===== config.mk =====
export PLATFORM = sky130hd
export DESIGN_NAME = req_encoder
export DESIGN_NICKNAME = d
export VERILOG_FILES = /design/src/rtl/req_encoder.sv
export SDC_FILE = /design/constraint.sdc
export NUM_CORES = 1
export LEC_CHECK = 0
export ABC_AREA = 1
export CAP_MARGIN = 20
export CORE_MARGIN = 3
export CORE_UTILIZATION = 36
export DETAILED_ROUTE_END_ITERATION = 7
export PLACE_DENSITY = 0.63
export SYNTH_ARGS = -nofsm -noshare
export SYNTH_HDL_FRONTEND = slang
export SYNTH_SLANG_ARGS = --single-unit

===== constraint.sdc =====
create_clock -name clk -period 1.96 [get_ports clk]
set_input_delay 0.196 -clock clk [delete_from_list [all_inputs] [get_ports clk]]
set_output_delay 0.196 -clock clk [all_outputs]
set_load 0.01 [all_outputs]

===== src/rtl/req_encoder.sv =====
// Sequential 4-to-2 request encoder: drains a multi-hot pending set as 2-bit
// indices {A,B}, lowest first, over a valid/ready handshake. It pulses done when the set empties.
module req_encoder (
    input  logic       clk,
    input  logic       rst_n,
    input  logic [3:0] req_in,
    input  logic       req_load,
    input  logic       out_ready,
    output logic       A,
    output logic       B,
    output logic       out_valid,
    output logic       done,
    output logic [2:0] pend_cnt
);

    typedef enum logic [1:0] {IDLE, SERVE, DONE} state_e;

    state_e     state_q, state_d;
    logic [3:0] pending_q, pending_d;
    logic [1:0] idx_q, idx_d;
    logic       accept;
    logic [3:0] acc_bit;
    logic [1:0] sel;

    assign out_valid = (state_q == SERVE);
    assign done      = (state_q == DONE);
    assign A         = idx_q[1];
    assign B         = idx_q[0];
    assign pend_cnt  = {2'b00, pending_q[0]} + {2'b00, pending_q[1]}
                     + {2'b00, pending_q[2]} + {2'b00, pending_q[3]};

    // Clear the accepted bit before merging, so a re-request in the accept cycle survives.
    always_comb begin
        accept    = out_valid & out_ready;
        acc_bit   = accept ? (4'b0001 << idx_q) : 4'b0000;
        pending_d = (pending_q & ~acc_bit) | (req_load ? req_in : 4'b0000);
    end

    always_comb begin
        sel = 2'd0;
        for (int i = 3; i >= 0; i--) begin
            if (pending_d[i]) sel = 2'(i);
        end
    end

    always_comb begin
        state_d = state_q;
        idx_d   = idx_q;
        case (state_q)
            IDLE, DONE: begin
                if (pending_d != 4'b0000) begin
                    state_d = SERVE;
                    idx_d   = sel;
                end else begin
                    state_d = IDLE;
                end
            end
            SERVE: begin
                // Without an accept the presented index holds, even if a lower bit merges in.
                if (accept) begin
                    if (pending_d != 4'b0000) idx_d = sel;
                    else                      state_d = DONE;
                end
            end
            default: state_d = IDLE;
        endcase
    end

    always_ff @(posedge clk or negedge rst_n) begin
        if (!rst_n) begin
            state_q   <= IDLE;
            pending_q <= 4'b0000;
            idx_q     <= 2'd0;
        end else begin
            state_q   <= state_d;
            pending_q <= pending_d;
            idx_q     <= idx_d;
        end
    end

endmodule


==> results of run 1 <==
-- critical path, delay by kind of cell (launching register included) --
kind | cells | cell delay, ns
flip-flops | 1 | 0.36
buffers and inverters | 3 | 0.17
adder cells (fa/ha/maj) | 3 | 0.95
-- kinds of logic (layout without fill, tap and decap cells) --
logic type                 after synthesis  in the layout  synth area share (%)
AOI/OAI and AO/OA                        7              7                  8.77
and+or+nand+nor                         35             35                  34.8
adders and majority gates                3              3                  8.53
DFF                                      8              8                  37.9
buffers and inverters                   14             36                  9.95
-- layout make-up --
class	instances	area, sq um	share of cell area (%)
Tap cell	15	18.8	2.49
Inverter	14	52.6	6.98
Timing Repair Buffer	19	169	22.4
Sequential cell	8	200	26.6
Clock buffer	3	22.5	2.99
Multi-Input combinational cell	45	290	38.5
-- state kept, by name, summed over array words and instances (netlist names) --
signal     flops
idx_q          2
state_q        2
pending_q      4
-- per-stage QoR --
step                      total power [W]  cell area (sq um)  instances  hold WS (ns)  setup slack (ns)
after CTS                        0.000767                721        102         0.230           -0.0259
after global routing             0.000931                753        104         0.228           -0.0489
after detailed placement         0.000693                709         99         0.507            -0.142
after floorplan                  0.000483                528         67       -0.0996             0.343
final                            0.000842                753        104         0.231            0.0262
after global placement           0.000687                709         99         0.513            -0.123
-- metal layers --
layer  vias to the layer above  track usage (%)  wire length [microns]
li1                        245                -                      -
met1                       207             16.8                    516
met2                        12             20.6                    530
met3                         2             7.72                     83
met4                         0             5.42                     14
met5                         -                0                      0
-- power by group through the flow --
stage                     clock network (W)  logic (W)  registers (W)
final                              0.000124   0.000480       0.000238
after floorplan                           0   0.000246       0.000237
after CTS                          0.000134   0.000396       0.000237
after detailed placement                  0   0.000454       0.000239
after global routing               0.000143   0.000544       0.000243
after global placement                    0   0.000450       0.000237
-- how the worst min path moves through the flow --
stage / end / slack, ns / cells after the start
after floorplan: idx_q[0]$_DFFE_PN0P_ / -0.1 / 0
after global placement: state_q[0]$_DFFE_PN0P_ / 0.51 / 1
after detailed placement: state_q[0]$_DFFE_PN0P_ / 0.51 / 1
after CTS: state_q[0]$_DFFE_PN0P_ / 0.23 / 1
after global routing: state_q[0]$_DFFE_PN0P_ / 0.23 / 1
final: state_q[0]$_DFFE_PN0P_ / 0.23 / 1
-- layout by cell type, fill, tap and decap left out --
master           instances
o21ai_0                  2
nand2_1                 16
fa_1                     1
inv_2                    4
clkdlybuf4s50_1         11
ha_4                     1
nor2_1                   7
ha_2                     1
dfrtp_1                  8
inv_1                   10
o21ai_2                  3
nand3_2                  2
clkbuf_4                 3
a21oi_1                  2
buf_4                    5
nand2_2                  7
nor2_4                   3
clkbuf_2                 1
buf_2                    1
buf_6                    1
-- what timing repair did --
action / CTS / global route
endpoints found under the setup margin: 3 / 2
pin swaps: 0 / 2
endpoints found under the hold margin: 0 / 0
buffers inserted: 0 / 2
resized for setup: 10 / 6
hold buffers: 0 / 0
gates cloned: 0 / 0
==> flow_summary.toml, run 1 <==
[run_status]
status = "finished clean"

[grt]
grt_use_total_pct = 14.0
grt_antenna_before_repair = 0
grt_start_max_net_pins = 9
grt_pass1_vias = 421
grt_remaining_overflow = 0
grt_pass1_wl_mm = 1.87

[detailed_routing]
wl_mm = 1.14
via_per_inst = 4.48
drt-pass1-iter-count = 4
wl_per_cell_microns = 11.0
drcViolationCount = 0
ant_nets = 0
vias = 466
drt-initial-drc-count = 10

[worst_setup_path]
required_ns = 1.76
arrival_ns = 1.74
rr_startpoint = "state_q[1]$_DFFE_PN0P_"
crit_path_start = "pending_q[3]$_DFF_PN0_"
r2r.worst_path.cells = 8
worst-path-max-fanout = 2
timing.rr.end = "state_q[0]$_DFFE_PN0P_"
crit_end = "pend_cnt[1]"
slowest_delay_ns = 0.52
ff2ff_setup_slack_ns = 0.58
cpMaxStageDelayCell = "fa_1"
end_kind = "primary output"
start_kind = "flop"
crit_path_cell_trace = "inv_2, fa_1, inv_1, ha_2, ha_4, buf_6"
critical_path_class = "flop to primary output"

[pwr]
p_clk_share_pct = 14.7
p_leak_nw = 0.380
power_frac_comb_pct = 57.0
intPower_w = 0.000519
seqPwrFrac_pct = 28.3
power_density_mw_per_mm2 = 1120
peakVddDrop_mv = 0.511
swShare_pct = 38.4
switchingPower_w = 0.000323

[clock_tree]
cts_root_buf = "clkbuf_4"
htree_num_levels = 1
cts_sinks = 8
cts_made_buffers = 3
tritoncts = "built"
clk_pin_slew_ns = 0.05
clockBufferDepth = 2
clk_latency_ns = 0.25

[synth]
yosysMostFrequentCell = "nand2_1"
synth_common_cells = "nand2_1 (16), inv_1 (12), dfrtp_1 (8)"
async_reset_ff_share_pct = 100
synthCells = 67
yosys.area.top_type = "dfrtp_1"
synth-edff-count = 0
synth.yosys.seq_area_share_pct = 37.9
syn_area_per_cell_sq_um = 7.88
synth_top_area_share_pct = 37.9
syn_nets = 78
syn-cell-area_sq_um = 528
yosys-top-cells-area = "dfrtp_1 (38%), nand2_1 (11%), inv_1 (8.5%)"
ys_warn_count = 0
synth_cell_types = 13
synth_ff_type = "dfrtp_1"
ys_seq_elements = 8

[layout]
drive_gt1_share_pct = 36.0
area_growth_pct = 42.7
nets = 102
utilization_pct = 56.5
fill_cells = 130
antenna_cells = 0

[sta]
fmax_ghz = 0.517
period_share_pct = 98.7
final_hold_viol_count = 0
tns_ns = 0
min_period_ns = 1.93
rsz0062_at_grt = "yes"
worstMarginPinSlew_ns = 0.387
setup_viol = 0
fin_skew_ns = 0.00320
relSlewSlack_pct = 74.1
drv_slew = 0

[die]
start_util_pct = 39.6
die_x_microns = 44.3
ios = 15
dieArea_sq_mm = 0.00196
core_area_sq_mm = 0.00133
row_count = 13
die_y_microns = 44.3

[place]
portBuffers = 14
dp_hpwl_microns = 882
gp_congestion = 0.754

[min_path]
hp-class = "input port to asynchronous set/reset pin"

[flow_run]
max_cap_violations = 0
No activity file was read; power rests on OpenSTA's default activity.
==> run 2, diff against run 1 <==
--- a/config.mk
+++ b/config.mk
@@ -10,7 +10,8 @@
 export CORE_MARGIN = 3
 export CORE_UTILIZATION = 36
 export DETAILED_ROUTE_END_ITERATION = 7
-export PLACE_DENSITY = 0.63
+export PLACE_DENSITY = 0.69
+export SKIP_LAST_GASP = 1
 export SYNTH_ARGS = -nofsm -noshare
 export SYNTH_HDL_FRONTEND = slang
 export SYNTH_SLANG_ARGS = --single-unit
==> flow_summary.toml, run 2 (synthesized netlist as in run 1, its figures left out) <==
[sta]
rsz0062_at_grt = "yes"
drv_slew = 0
final_hold_viol_count = 0
setup_viol = 0
fin_ws_ns = 0.0112
worstMarginPinSlew_ns = 0.384
tns_ns = 0
fmax_ghz = 0.513
min_period_ns = 1.95
relSlewSlack_pct = 74.2
period_share_pct = 99.4
fin_skew_ns = 0.00756

[detailed_routing]
routed-wl-met2_microns = 495
vias = 477
wl_mm = 1.08
via_per_inst = 4.68
ant_nets = 0
drt-pass1-iter-count = 4
drt-initial-drc-count = 10
wl_per_cell_microns = 10.6
maxUsedRoutingLayer = "met4"
wl_met1_microns = 495
drcViolationCount = 0
met3_length_microns = 58

[worst_setup_path]
slowest_delay_ns = 0.52
timing.rr.end = "idx_q[1]$_DFFE_PN0P_"
arrival_ns = 1.75
cp.buffers_inverters = 3
r2r.worst_path.cells = 9
cpMaxStageDelayCell = "fa_1"
ff2ff_setup_slack_ns = 0.60
start_kind = "flop"
cpLargestDelayFamily = "adder cells"
required_ns = 1.76
crit_path_cell_trace = "inv_2, fa_1, inv_1, ha_2, ha_4, buf_6"
rr_startpoint = "state_q[1]$_DFFE_PN0P_"
worst-path-max-fanout = 2
critical_path_class = "flop to primary output"
end_kind = "primary output"

[pwr]
intPower_w = 0.000505
swShare_pct = 38.6
switchingPower_w = 0.000317
power_frac_comb_pct = 55.9
peakVddDrop_mv = 0.691
p_leak_nw = 0.371
power_density_mw_per_mm2 = 1110
seqPwrFrac_pct = 28.6
p_clk_share_pct = 15.4

[layout]
largest_reg_flops = 4
drive_gt1_share_pct = 34.5
final_common_cell = "nand2_1"
largestRegisters = "pending_q x4, idx_q x2, state_q x2"
area_growth_pct = 39.8
max_flop_register = "pending_q"
nets = 100
antenna_cells = 0
final_cell_mix = "nand2_1 (16), clkdlybuf4s50_1 (11), inv_1 (10), dfrtp_1 (8)"
instances_no_fill = 102

[clock_tree]
cts_sinks = 8
cts_root_buf = "clkbuf_4"
postCtsHoldBufs = 0
clockBufferDepth = 2
clk_pin_slew_ns = 0.05
clk_latency_ns = 0.26
cts_made_buffers = 3
tritoncts = "built"
htree_num_levels = 1

[place]
gp_congestion = 0.759
portBuffers = 14
dp_slack_ns = -0.158
place_inst = 99
dp_hpwl_microns = 886

[die]
row_count = 13
ios = 15
start_util_pct = 39.6
dieArea_sq_mm = 0.00196
core_area_sq_mm = 0.00133
die_x_microns = 44.3
die_y_microns = 44.3

[grt]
grt_start_max_net_pins = 9
grt_remaining_overflow = 0
grt_use_total_pct = 14.1
grt_antenna_before_repair = 0
grt_pass1_wl_mm = 1.91
grt_pass1_vias = 428

[flow_run]
max_cap_violations = 0

[min_path]
hp-class = "input port to asynchronous set/reset pin"

[run_status]
status = "finished clean"
-- run 2: changes by cell type in the layout (fill, tap and decap cells not counted) --
cell,previous run,this run
buf_4,5,3
-- run 2: per-layer routing --
| layer | up-vias | GRT usage, % |
|---|---|---|
| li1 | 240 | - |
| met1 | 220 | 16.9 |
| met2 | 12 | 20.3 |
| met3 | 5 | 7.32 |
| met4 | 0 | 7.23 |
| met5 | - | 0 |
-- run 2: power by group through the flow --
stage | logic, W | clock network (W) | registers, W
floorplan | 0.000246 | 0 | 0.000237
global placement | 0.000447 | 0 | 0.000239
detailed placement | 0.000460 | 0 | 0.000238
CTS | 0.000407 | 0.000136 | 0.000236
global route | 0.000517 | 0.000146 | 0.000242
finish | 0.000460 | 0.000127 | 0.000236
-- run 2: worst max path at each step --
stage                            from     endpoint  cells after the start  slack, ns
2_1_floorplan  pending_q[0]$_DFF_PN0_  pend_cnt[1]                      5       0.34
5_1_grt        pending_q[3]$_DFF_PN0_  pend_cnt[1]                      6      -0.06
3_5_place_dp   pending_q[0]$_DFF_PN0_  pend_cnt[1]                      6      -0.16
6_report       pending_q[3]$_DFF_PN0_  pend_cnt[1]                      6       0.01
3_3_place_gp   pending_q[0]$_DFF_PN0_  pend_cnt[1]                      6      -0.13
4_1_cts        pending_q[0]$_DFF_PN0_  pend_cnt[1]                      6      -0.06
-- run 2: stage by stage --
step	area (sq um)	power (W)	hold WS [ns]	util, %
finish	738	0.000823	0.217	55.3
global route	738	0.000905	0.228	55.3
CTS	722	0.000780	0.222	54.1
detailed placement	709	0.000698	0.511	53.2
global placement	709	0.000686	0.513	53.2
floorplan	528	0.000483	-0.0996	-
-- run 2: layout make-up --
| cell class | count | area (sq um) |
|---|---|---|
| sequential | 8 | 200 |
| clock buffer | 3 | 22.5 |
| fill | 126 | 596 |
| tap | 15 | 18.8 |
| timing repair buffer | 17 | 154 |
| multi-input combinational | 45 | 290 |
| inverter | 14 | 52.6 |
-- run 2: repair_timing --
action / in CTS / in global routing
endpoints found under the setup margin: 3 / 3
pin swaps: 0 / 2
gates resized for setup: 11 / 5
buffers inserted: 0 / 0
